`src/rtl/pc_fetch.sv`:
```
// Instruction-fetch sequencer: owns the fetch PC, reads imem with a held req/rdy
// handshake and offers one buffered word to decode. Optional FETCH_CNT_EN adds fetch_cnt.
module pc_fetch #(
    parameter int              N      = 9,
    parameter int              W      = 32,
    parameter logic [N-1:0]    RST_PC = {N{1'b1}}
) (
    input  logic          btn,
    input  logic          rst,
    output logic          imem_req,
    output logic [N-1:0]  imem_addr,
    input  logic          imem_rdy,
    input  logic [W-1:0]  imem_data,
    output logic          inst_valid,
    input  logic          inst_ready,
    output logic [W-1:0]  inst_out,
    output logic [N-1:0]  inst_pc,
    input  logic          redir,
    input  logic [N-1:0]  redir_pc,
    output logic [N-1:0]  o_pc
`ifdef FETCH_CNT_EN
    ,
    output logic [15:0]   fetch_cnt
`endif
);

    typedef enum logic [1:0] {
        IDLE  = 2'b00,
        FETCH = 2'b01,
        VALID = 2'b10
    } state_t;

    localparam logic [N-1:0] PC_ONE = {{(N-1){1'b0}}, 1'b1};

    state_t         state_r;
    logic [N-1:0]   pc_r;
    logic [W-1:0]   inst_r;
    logic [N-1:0]   inst_pc_r;
    logic           req_r;
    logic           valid_r;

    // Fetch FSM; req/valid are registered alongside the state they decode.
    always_ff @(posedge btn or negedge rst) begin
        if (!rst) begin
            state_r   <= IDLE;
            pc_r      <= RST_PC;
            inst_r    <= {W{1'b0}};
            inst_pc_r <= {N{1'b0}};
            req_r     <= 1'b0;
            valid_r   <= 1'b0;
        end else if (redir) begin
            // Redirect wins everywhere: drops any buffered word and abandons a pending read.
            state_r   <= FETCH;
            pc_r      <= redir_pc;
            req_r     <= 1'b1;
            valid_r   <= 1'b0;
        end else begin
            case (state_r)
                IDLE: begin
                    state_r <= FETCH;
                    pc_r    <= pc_r + PC_ONE;
                    req_r   <= 1'b1;
                    valid_r <= 1'b0;
                end
                FETCH: begin
                    if (imem_rdy) begin
                        state_r   <= VALID;
                        inst_r    <= imem_data;
                        inst_pc_r <= pc_r;
                        req_r     <= 1'b0;
                        valid_r   <= 1'b1;
                    end else begin
                        state_r <= FETCH;
                        req_r   <= 1'b1;
                        valid_r <= 1'b0;
                    end
                end
                VALID: begin
                    if (inst_ready) begin
                        state_r <= FETCH;
                        pc_r    <= pc_r + PC_ONE;
                        req_r   <= 1'b1;
                        valid_r <= 1'b0;
                    end else begin
                        state_r <= VALID;
                        req_r   <= 1'b0;
                        valid_r <= 1'b1;
                    end
                end
                default: begin
                    state_r <= IDLE;
                    req_r   <= 1'b0;
                    valid_r <= 1'b0;
                end
            endcase
        end
    end

    assign imem_req   = req_r;
    assign imem_addr  = pc_r;
    assign o_pc       = pc_r;
    assign inst_valid = valid_r;
    assign inst_out   = inst_r;
    assign inst_pc    = inst_pc_r;

`ifdef FETCH_CNT_EN
    logic [15:0] cnt_r;

    // Counts decoder handshakes not overridden by a same-cycle redirect; saturates.
    always_ff @(posedge btn or negedge rst) begin
        if (!rst) begin
            cnt_r <= 16'h0000;
        end else if ((state_r == VALID) && inst_ready && !redir && (cnt_r != 16'hFFFF)) begin
            cnt_r <= cnt_r + 16'h0001;
        end else begin
            cnt_r <= cnt_r;
        end
    end

    assign fetch_cnt = cnt_r;
`endif

endmodule

```
`config.mk`:
```
export PLATFORM = sky130hd
export DESIGN_NAME = pc_fetch
export DESIGN_NICKNAME = d
export VERILOG_FILES = /design/src/rtl/pc_fetch.sv
export SDC_FILE = /design/constraint.sdc
export NUM_CORES = 1
export LEC_CHECK = 0
export ABC_AREA = 1
export CAP_MARGIN = 20
export CORE_ASPECT_RATIO = 1.5
export CORE_MARGIN = 2
export CORE_UTILIZATION = 31
export CTS_BUF_LIST = sky130_fd_sc_hd__clkbuf_8
export CTS_CLUSTER_DIAMETER = 120
export CTS_CLUSTER_SIZE = 14
export DETAILED_ROUTE_END_ITERATION = 6
export DONT_BUFFER_PORTS = 1
export PLACE_DENSITY = 0.42
export SLEW_MARGIN = 0
export SYNTH_ARGS = -nofsm -noshare
export SYNTH_HDL_FRONTEND = slang
export SYNTH_SLANG_ARGS = --single-unit
```
`constraint.sdc`:
```
create_clock -name btn -period 3 [get_ports btn]
set_clock_uncertainty 0.2 [all_clocks]
set_input_delay 0.6 -clock btn [delete_from_list [all_inputs] [get_ports btn]]
set_output_delay 0.6 -clock btn [all_outputs]
set_load 0.02 [all_outputs]
```
# Word level (Yosys, flattened, before mapping)
# Cells that the tools add are included.
[totals]
register_bits = 54
latchBits = 0
ramBits = 0
rom_bits = 0
mem_count = 0
[classes]
add_sub_neg = 1
multipliers = 0
div = 0
order_cmp = 0
eq_ne = 3
shift = 0
muxes = 15
bitwise = 1
n_reduce_logical = 4
[ops]
columns = ["cell", "n"]
rows = [
  ["two-way mux 9 bit", 2],
  ["case mux 9 bit (2 select lines)", 1],
  ["adder 9 x 1 -> 9 bit (second input constant)", 1],
  ["two-way mux 1 bit", 6],
  ["two-way mux 2 bit", 3],
  ["case mux 2 bit (3 select lines)", 1],
  ["inequality test 3 bit (second input constant)", 1],
  ["case mux 1 bit (3 select lines)", 1],
  ["AND reduction 3 bit", 1],
  ["nonzero test 3 bit", 1],
  ["== test 2 x 1 -> 1 bit (second input constant)", 1],
  ["== test 2 bit (second input constant)", 1],
  ["logical NOT 2 bit", 1],
  ["case mux 1 bit (2 select lines)", 1],
  ["AND reduction 2 bit", 1],
  ["NOT 1 bit", 1],
]

# Longest topological paths before layout
[logic_depth]
ltp_word = 4
mapped_depth = 9

# Worst setup path before layout
# OpenSTA, ideal clock, no wires.
[synth_path]
path_kind = "register to register"
startpoint = "reg state_r[0]"
endpoint = "reg inst_r[10], in the netlist inst_out[10]"
setup_ps = 125
arrival_time_ps = 1326
required_ps = 2675
path_slack_ps = 1349
stages_incl_launch_ff = 5
path_buffers = 1
cell_sequence = "dfrtp_1 ha_1 nand3_4 buf_4 mux2_4"
[synth_via]
elab_chain_len = 2
[synth_lines]
columns = ["element", "line", "rtl"]
rows = [
  ["start, declared", "35", "state_t state_r;"],
  ["start signal, assigned", "45", "state_r <= IDLE;"],
  ["start signal, assigned", "53", "state_r <= FETCH;"],
  ["start signal, assigned", "60", "state_r <= FETCH;"],
  ["== test 2 x 1 -> 1 bit", "58", "case (state_r)"],
  ["AND reduction 3 bit (no source line)", "n/a", ""],
  ["end signal, assigned", "47", "inst_r <= {W{1'b0}};"],
  ["end signal, assigned", "68", "inst_r <= imem_data;"],
  ["end, declared", "37", "logic [W-1:0] inst_r;"],
]
# No other way between the ends.
# A chain may end at the register's enable or synchronous reset.

# Final worst setup path
[layout_path]
startpoint = "reg state_r[0]"
endpoint = "reg inst_r[16], in the netlist inst_out[16]"
# The elaborated chain is that of the path after synthesis.

==> flow_metrics.py <==
metrics = {
    "setup_path": {
        "reg2reg_depth": 3,
        "crit_type": "reg -> reg",
        "cp-start-kind": "flop",
        "r2r_setup_slack_ps": 820,
        "r2r_end": "inst_out[16]",
        "critical_path_required_ps": 2990,
        "reg2reg_from": "state_r[0]",
        "cp-end-kind": "flop",
        "critPathMaxFanout": 43,
        "cp.arrival_ps": 2160,
    },
    "cells_and_area": {
        "post-route-util_pct": 33.6,
        "stdcell_count": 317,
        "syn2layout_area_growth_pct": 5.55,
        "multi_input_area_um2": 878,
        "ff_latch_area_um2": 1340,
        "layout-drive-gt1-share_pct": 12.1,
        "diodes": 0,
        "layout.nets": 265,
        "fill_cells": 777,
        "finalInstanceArea_um2": 2540,
    },
    "logic_synthesis": {
        "synth.distinct_cells": 22,
        "syn_nets": 270,
        "synthCells": 219,
        "synth_ff_type": "dfrtp_1",
        "synth_common_cells": "44 x dfrtp_1, 41 x nand2_1, 29 x mux2_1",
        "async_reset_ff_share_pct": 100,
        "yosys_register_bits": 53,
        "syn_area_per_cell_um2": 11.0,
        "synth_edf_count": 0,
        "synth.top_cell.area_share_pct": 45.7,
        "yosysSeqAreaShare_pct": 55.5,
        "yosysMostFrequentCell": "dfrtp_1",
        "syn_area_um2": 2410,
        "yosysTopAreaCell": "dfrtp_1",
        "synth_warnings": 0,
        "synth_area_leaders": "dfrtp_1 46%, mux2_1 14%, dfstp_2 9.8%, nand2_1 6.4%, buf_4 3.1%",
    },
    "grt": {
        "grt_max_degree": 54,
        "track_usage_pct": 12.1,
        "antenna_found_initial": 0,
        "gr-total-overflow": 0,
        "grt_pass1_wl_mm": 8.11,
        "grt_pass1_vias": 1490,
    },
    "timing": {
        "fmax_mhz": 460,
        "hold_viol_final": 0,
        "setup_tns_ps": 0,
        "fin_crit_sh_pct": 72.5,
        "fin_crit_ps": 2180,
        "grt_setup_unrepaired": "false",
        "slew_headroom_pct": 58.2,
        "worst_slew_pin_slew_ps": 627,
        "slew_viol_final": 0,
        "setup_viol_count_final": 0,
    },
    "floorplanning": {
        "io_pins": 107,
        "die_y_um": 112,
        "std_cell_rows": 39,
        "dieWidth_um": 76.0,
        "start_util_pct": 31.9,
        "core_area_um2": 7560,
        "die-area_um2": 8510,
    },
    "flow_run": {
        "maxCapViolCount": 0,
    },
    "clocking": {
        "clockRootBuffer": "clkbuf_8",
        "cts_resized": 0,
        "clock-sinks": 53,
        "cts_tree": "built",
        "cts_buffer_depth": 2,
        "clk_latency_ps": 310,
        "cts_buffers": 5,
        "htree_levels": 2,
        "post-cts-setup-buffers": 0,
        "path_clk_slew_ps": 100,
    },
    "power_and_ir_drop": {
        "p_leak_uw": 0.00116,
        "cell_internal_pwr_uw": 1240,
        "p_per_area_nw_per_um2": 814,
        "ir_worst_vdd_uv": 282,
        "p_sw_share_pct": 40.3,
        "p_comb_share_pct": 14.9,
        "share_seq_of_total_power_pct": 65.8,
        "power_uw": 2070,
        "p_switching_uw": 836,
        "clockPowerShare_pct": 19.2,
    },
    "route": {
        "wirelength_mm": 4.97,
        "via_count": 1416,
        "m1WireLength_mm": 1.95,
        "ant_nets": 0,
        "first_iter_violations": 22,
        "drc": 0,
        "met3_length_um": 348,
        "wire_per_inst_um": 15.7,
        "top_layer": "met4",
        "wl_met2_mm": 2.58,
        "drtPass1Iterations": 4,
        "viasPerCell": 4.47,
    },
    "status": {
        "outcome": "complete, no violations",
    },
    "placement": {
        "post-dp-hpwl_mm": 3.56,
        "place_inst": 307,
        "io_buffer_count": 0,
        "dpl-instance-area_um2": 2420,
        "place_congestion": 0.732,
    },
    "worst_hold_path": {
        "min_from": "redir",
        "min_path_type": "in -> reg",
        "holdPathStages": 1,
        "min_to": "state_r[1]",
    },
}
==> area by class of cell <==
| class | count | share of cell area, % |
|---|---|---|
| Sequential cell | 53 | 52.6 |
| Multi-Input combinational cell | 133 | 34.5 |
| Tap cell | 102 | 5.01 |
| Inverter | 18 | 2.75 |
| Clock buffer | 5 | 2.70 |
| Timing Repair Buffer | 3 | 1.77 |
| Clock inverter | 3 | 0.688 |
==> power groups by stage <==
| stage | Sequential (uW) | Clock, uW | Combinational [uW] |
|---|---|---|---|
| floorplan | 1290 | 0 | 326 |
| global placement | 1390 | 0 | 291 |
| detailed placement | 1390 | 0 | 298 |
| CTS | 1370 | 433 | 319 |
| global route | 1400 | 460 | 361 |
| finish | 1360 | 398 | 310 |
==> routing by layer <==
metal  up-vias  GRT usage, %
met2        55          20.8
li1        695             -
met5         -             0
met4         0          5.45
met3         6          3.78
met1       660          13.9
==> how the worst max path moves through the flow <==
stage	depth (start not counted)	slack, ps	start	to
5_1_grt	3	680	state_r[0]	inst_out[13]
2_1_floorplan	4	1350	state_r[0]	inst_out[10]
3_5_place_dp	3	800	state_r[0]	inst_out[1]
3_3_place_gp	3	830	state_r[0]	inst_out[3]
6_report	3	820	state_r[0]	inst_out[16]
4_1_cts	3	780	state_r[0]	inst_out[1]
==> cells in the final DEF, fill, tap and decap left out, types with 2 or more instances in the layout <==
master and n:
mux2_1 29, nand2_1 41, dfrtp_1 44, ha_1 5
a21oi_1 2, nand3_1 11, o21ai_1 8, o21ai_0 12
dfstp_2 9, clkinv_2 2, nor2_1 15, inv_1 17
mux2_4 4, clkbuf_8 5
==> cells by family after synthesis <==
| family | after synthesis | synth area share, % |
|---|---|---|
| and+or+nand+nor | 71 | 12.7 |
| buffers and inverters | 33 | 8.10 |
| adders and majority gates | 5 | 2.59 |
| muxes | 33 | 16.0 |
| DFF | 53 | 55.5 |
| AOI/OAI and AO/OA | 24 | 5.14 |
==> critical path: stages, from the launching register on <==
cell and delay [ps]:
dfrtp_1 520, ha_1 290, nand3_4 490, mux2_1 520
==> state kept, by name (all words and copies together) (netlist names) <==
register    cells
inst_out       32
imem_addr       9
inst_pc         9
state_r         2
inst_valid      1
==> stage by stage <==
stage                     hold WS [ps]  setup slack (ps)
after floorplan                    104              1350
after global placement             106               834
after detailed placement           106               802
after CTS                          133               782
after global routing               121               682
final                              149               824
==> what timing repair did <==
| item | in CTS | in global routing |
|---|---|---|
| hold buffers | 2 | 0 |
| hold endpoints to repair | 53 | 0 |
| setup endpoints to repair | 0 | 0 |
Power figures use the tool's default switching activity.
==> RTL change 1 (config.mk and constraints unchanged) <==
Set the parameter `W` to 64 (it was 32).
--- a/src/rtl/pc_fetch.sv
+++ b/src/rtl/pc_fetch.sv
@@ -2,7 +2,7 @@
 // handshake and offers one buffered word to decode. Optional FETCH_CNT_EN adds fetch_cnt.
 module pc_fetch #(
     parameter int              N      = 9,
-    parameter int              W      = 32,
+    parameter int              W      = 64,
     parameter logic [N-1:0]    RST_PC = {N{1'b1}}
 ) (
     input  logic          btn,
Interface: changed (resized imem_data and inst_out); port bits go from 107 to 171. The function was not compared with the original's and may differ.
==> RTL change 1 against the unedited design <==
  * Via count rose by 46%
  * Wire length grew 66%
  * Cell area increased by 62%
  * Clock power is 100% higher
  * Synthesized area increased by 59%
  * Sequential cell count grew 32
  * Total power increased by 74%
  * Worst setup slack improved by 0.12 ns
  * Count of clock-buffer cells in the layout rose by 4
  * Largest cell class unchanged
  * Largest power group unchanged
==> RTL change 1: results (changes against the unedited design) <==
Largest register FFs: 64 (+100%)
vias per cell: 4.67 (+4.4%)
ranking of synthesized cells by area: dfrtp_1 (50%), mux2_4 (25%), dfstp_2 (6.2%)
gr usage total: 12.4% (+0.23 points)
share of cells above drive strength 1: 32.9% (+21 points)
status: completed
H-tree depth: 3 (+1)
dpl hpwl: 5.74 mm (+61%)
Plain + repair buffers: 5 (+2)
Post-Synthesis Cells: 286 (+31%)
DR WL/cell: 18.7 µm (+19%)
met3 capacity usage during global routing: 4.25% (+0.47 points)
clk tree area frac: 4.67% (+1.3 points)
R2R Setup Slk: 0.95 ns (+0.12 ns)
Min Hold Slack: 0.122 ns (-0.0261 ns)
P_leak: 2.04 nW (+76%)
Compound-Gate Fraction of Synth Area: 3.24% (-1.9 points)
flops & latches, synth: 85 (+60%)
Least-Margin Pin Slew: 0.435 ns (-0.192 ns)
critical path fanouts, max: 48 (+12%)
via count: 2062 (+46%)
commonest cells in the netlist: dfrtp_1 (76), mux2_4 (64), nand2_1 (41), o21ai_0 (20), inv_1 (17)
clock buffers: 9 (+4)
Final GP Congestion: 0.736 (+0.45%)
Critical Path AT: 2.08 ns (-0.08 ns)
Clock transition at path regs: 0.08 ns (-0.02 ns)
routing usage on met2: 21.4% (+0.59 points)
multi-input combinational area share: 35.5% (+0.96 points)
Iter 0 DRT Violations: 50 (+130%)
-- RTL change 1: changes by cell type in the layout (fill, tap and decap cells not counted), moves of 2 or more --
cell and change:
clkinv_2 -2, clkbuf_8 +4, o21ai_1 -8, o21ai_0 +8, inv_1 +2, clkinvlp_4 +2
dfrtp_1 +32, mux2_4 +60, mux2_1 -29
-- RTL change 1: where the power goes --
| group | switching, mW | internal [mW] |
|---|---|---|
| registers | 0.699 | 1.48 |
| logic | 0.222 | 0.404 |
| clock network | 0.423 | 0.381 |
| total | 1.35 | 2.26 |
-- RTL change 1: per-stage QoR --
step / utilization, % / setup WS [ns] / area [µm²]
after floorplan: - / 1.29 / 3820
after CTS: 34.3 / 0.913 / 4130
after global routing: 34.3 / 0.860 / 4130
final: 34.3 / 0.945 / 4130
after detailed placement: 32.4 / 0.880 / 3900
after global placement: 32.4 / 0.907 / 3900
-- RTL change 1: path summary, 6_finish.rpt --
check	from	end	cells after the start
worst max-delay path	state_r[0]$_DFF_PN0_	inst_out[33]$_DFFE_PN0P_	4
worst min-delay path	redir	state_r[1]$_DFF_PN0_	1
worst max register to register	state_r[0]$_DFF_PN0_	inst_out[33]$_DFFE_PN0P_	4
worst min register to register	imem_addr[8]$_DFFE_PN1P_	imem_addr[8]$_DFFE_PN1P_	2
max in group asynchronous	rst	inst_out[58]$_DFFE_PN0P_	2
min in group asynchronous	rst	inst_out[16]$_DFFE_PN0P_	2
-- RTL change 1: layer usage --
layer  vias up  part of all wire (%)
li1        938                     -
met1      1027                    38
met2        88                    53
met3         9                   7.4
met4         0                   1.6
met5         -                     0
-- RTL change 1: what timing repair did --
| item | in CTS | in global routing |
|---|---|---|
| gates resized for setup | 0 | 0 |
| hold buffers | 2 | 0 |
| setup endpoints to repair | 0 | 0 |
| endpoints found under the hold margin | 85 | 0 |
==> RTL change 2 (same settings) <==
Made on the original files. Re-encode `state_t` (3 states) as one-hot, 3 bits wide.
--- a/src/rtl/pc_fetch.sv
+++ b/src/rtl/pc_fetch.sv
@@ -24,10 +24,10 @@
 `endif
 );
 
-    typedef enum logic [1:0] {
-        IDLE  = 2'b00,
-        FETCH = 2'b01,
-        VALID = 2'b10
+    typedef enum logic [2:0] {
+        IDLE  = 3'b001,
+        FETCH = 3'b010,
+        VALID = 3'b100
     } state_t;
 
     localparam logic [N-1:0] PC_ONE = {{(N-1){1'b0}}, 1'b1};
Behaviour: same outputs for any inputs over 10 cycles, from zero or initial values and one cycle with rst low; not proved beyond that.
==> RTL change 2 against the unedited design <==
  * Global-route usage increased by 0.74 points
  * Die area increased by 6.9%
  * Worst setup slack improved by 0.13 ns
  * Via count increased by 22%
  * First-iteration DRC count increased by 59%
  * Wire length increased by 11%
  * Non-clock buffer count unchanged
  * Total power increased by 11%
  * Fmax increased by 6.6%
  * Synthesized area increased by 7.2%
  * Cell area increased by 5.4%
  * Sequential cell count increased by 1
  * Critical path depth increased by 3
  * Largest power group unchanged
  * Highest routed layer unchanged
==> RTL change 2: results (changes against the unedited design) <==
commonest cells in the netlist: nand2_1 (89), inv_1 (46), dfrtp_1 (44), o21ai_2 (23), o21ai_1 (20)
FMAX: 0.490 GHz (+6.6%)
Synth cell types: 21 (-4.5%)
worst stage delay on the critical path: 0.68 ns (+0.16 ns)
CP Launch Point: state_r[1]$_DFF_PN0_
VDD IR max: 0.303 mV (+7.2%)
slowest CP cell: buf_4
Final #Nets: 334 (+26%)
critical path fanouts, max: 84 (+95%)
WL final: 5.53 mm (+11%)
pin count of the biggest net entering global routing: 85 (+57%)
ranking of synthesized cells by area: dfrtp_1 (43%), nand2_1 (13%), dfstp_2 (10%)
DRT Pass-1 Iters: 2 (-2)
status: completed
Non-Filler Instances: 393 (+24%)
R2R Setup Slk: 0.96 ns (+0.13 ns)
P_leak: 1.36 nW (+17%)
type of element launching the critical path: register
via count: 1722 (+22%)
share of cells above drive strength 1: 16.7% (+4.6 points)
kind of cell adding the most delay to the critical path: buffers and inverters
Iter 0 DRT Violations: 35 (+59%)
Seq/Total Area, Yosys: 52.8% (-2.7 points)
Placed Instances: 383 (+25%)
dpl hpwl: 3.85 mm (+8.2%)
number of global-route vias before repair: 1766 (+19%)
gr usage total: 12.9% (+0.74 points)
Slew headroom: 37.5% (-21 points)
Post-DP Area: 2550 µm² (+5.5%)
-- RTL change 2: cells by family after synthesis --
group	Yosys count	synth area share, %
simple gates	126	20.1
flops	54	52.8
compound gates	49	13.0
buf+inv	68	13.6
fa+ha+maj	1	0.484
-- RTL change 2: metal layers --
metal | global-route usage, % | part of all wire [%]
met1 | 14.2 | 39
met2 | 22.3 | 51
met3 | 4.83 | 8.3
met4 | 5.26 | 1.8
met5 | 0 | 0
-- RTL change 2: area by class of cell --
cell class                      count  area [µm²]
Timing Repair Buffer                3        45.0
Tap cell                          105         131
Clock buffer                        5        68.8
Multi-Input combinational cell    176         876
Sequential cell                    54        1360
Clock inverter                      3        21.3
Fill cell                         878        5380
Inverter                           47         176
-- RTL change 2: report_power, final --
part	total, mW	switching [mW]	internal [mW]
clock network	0.417	0.252	0.165
logic	0.400	0.234	0.166
registers	1.49	0.515	0.975
-- RTL change 2: worst paths after layout --
path | endpoint | cells past startpoint
setup reg to reg | inst_out[0]$_DFFE_PN0P_ | 6
setup / recovery | inst_out[0]$_DFFE_PN0P_ | 6
max in group asynchronous | imem_addr[2]$_DFFE_PN1P_ | 2
hold / removal | state_r[0]$_DFF_PN1_ | 1
min in group asynchronous | inst_pc[3]$_DFFE_PN0P_ | 2
hold reg to reg | imem_addr[6]$_DFFE_PN1P_ | 2
-- RTL change 2: what timing repair did --
action | 4_1_cts | 5_1_grt
hold buffers | 2 | 0
resized for setup | 0 | 0
hold endpoints to repair | 54 | 0
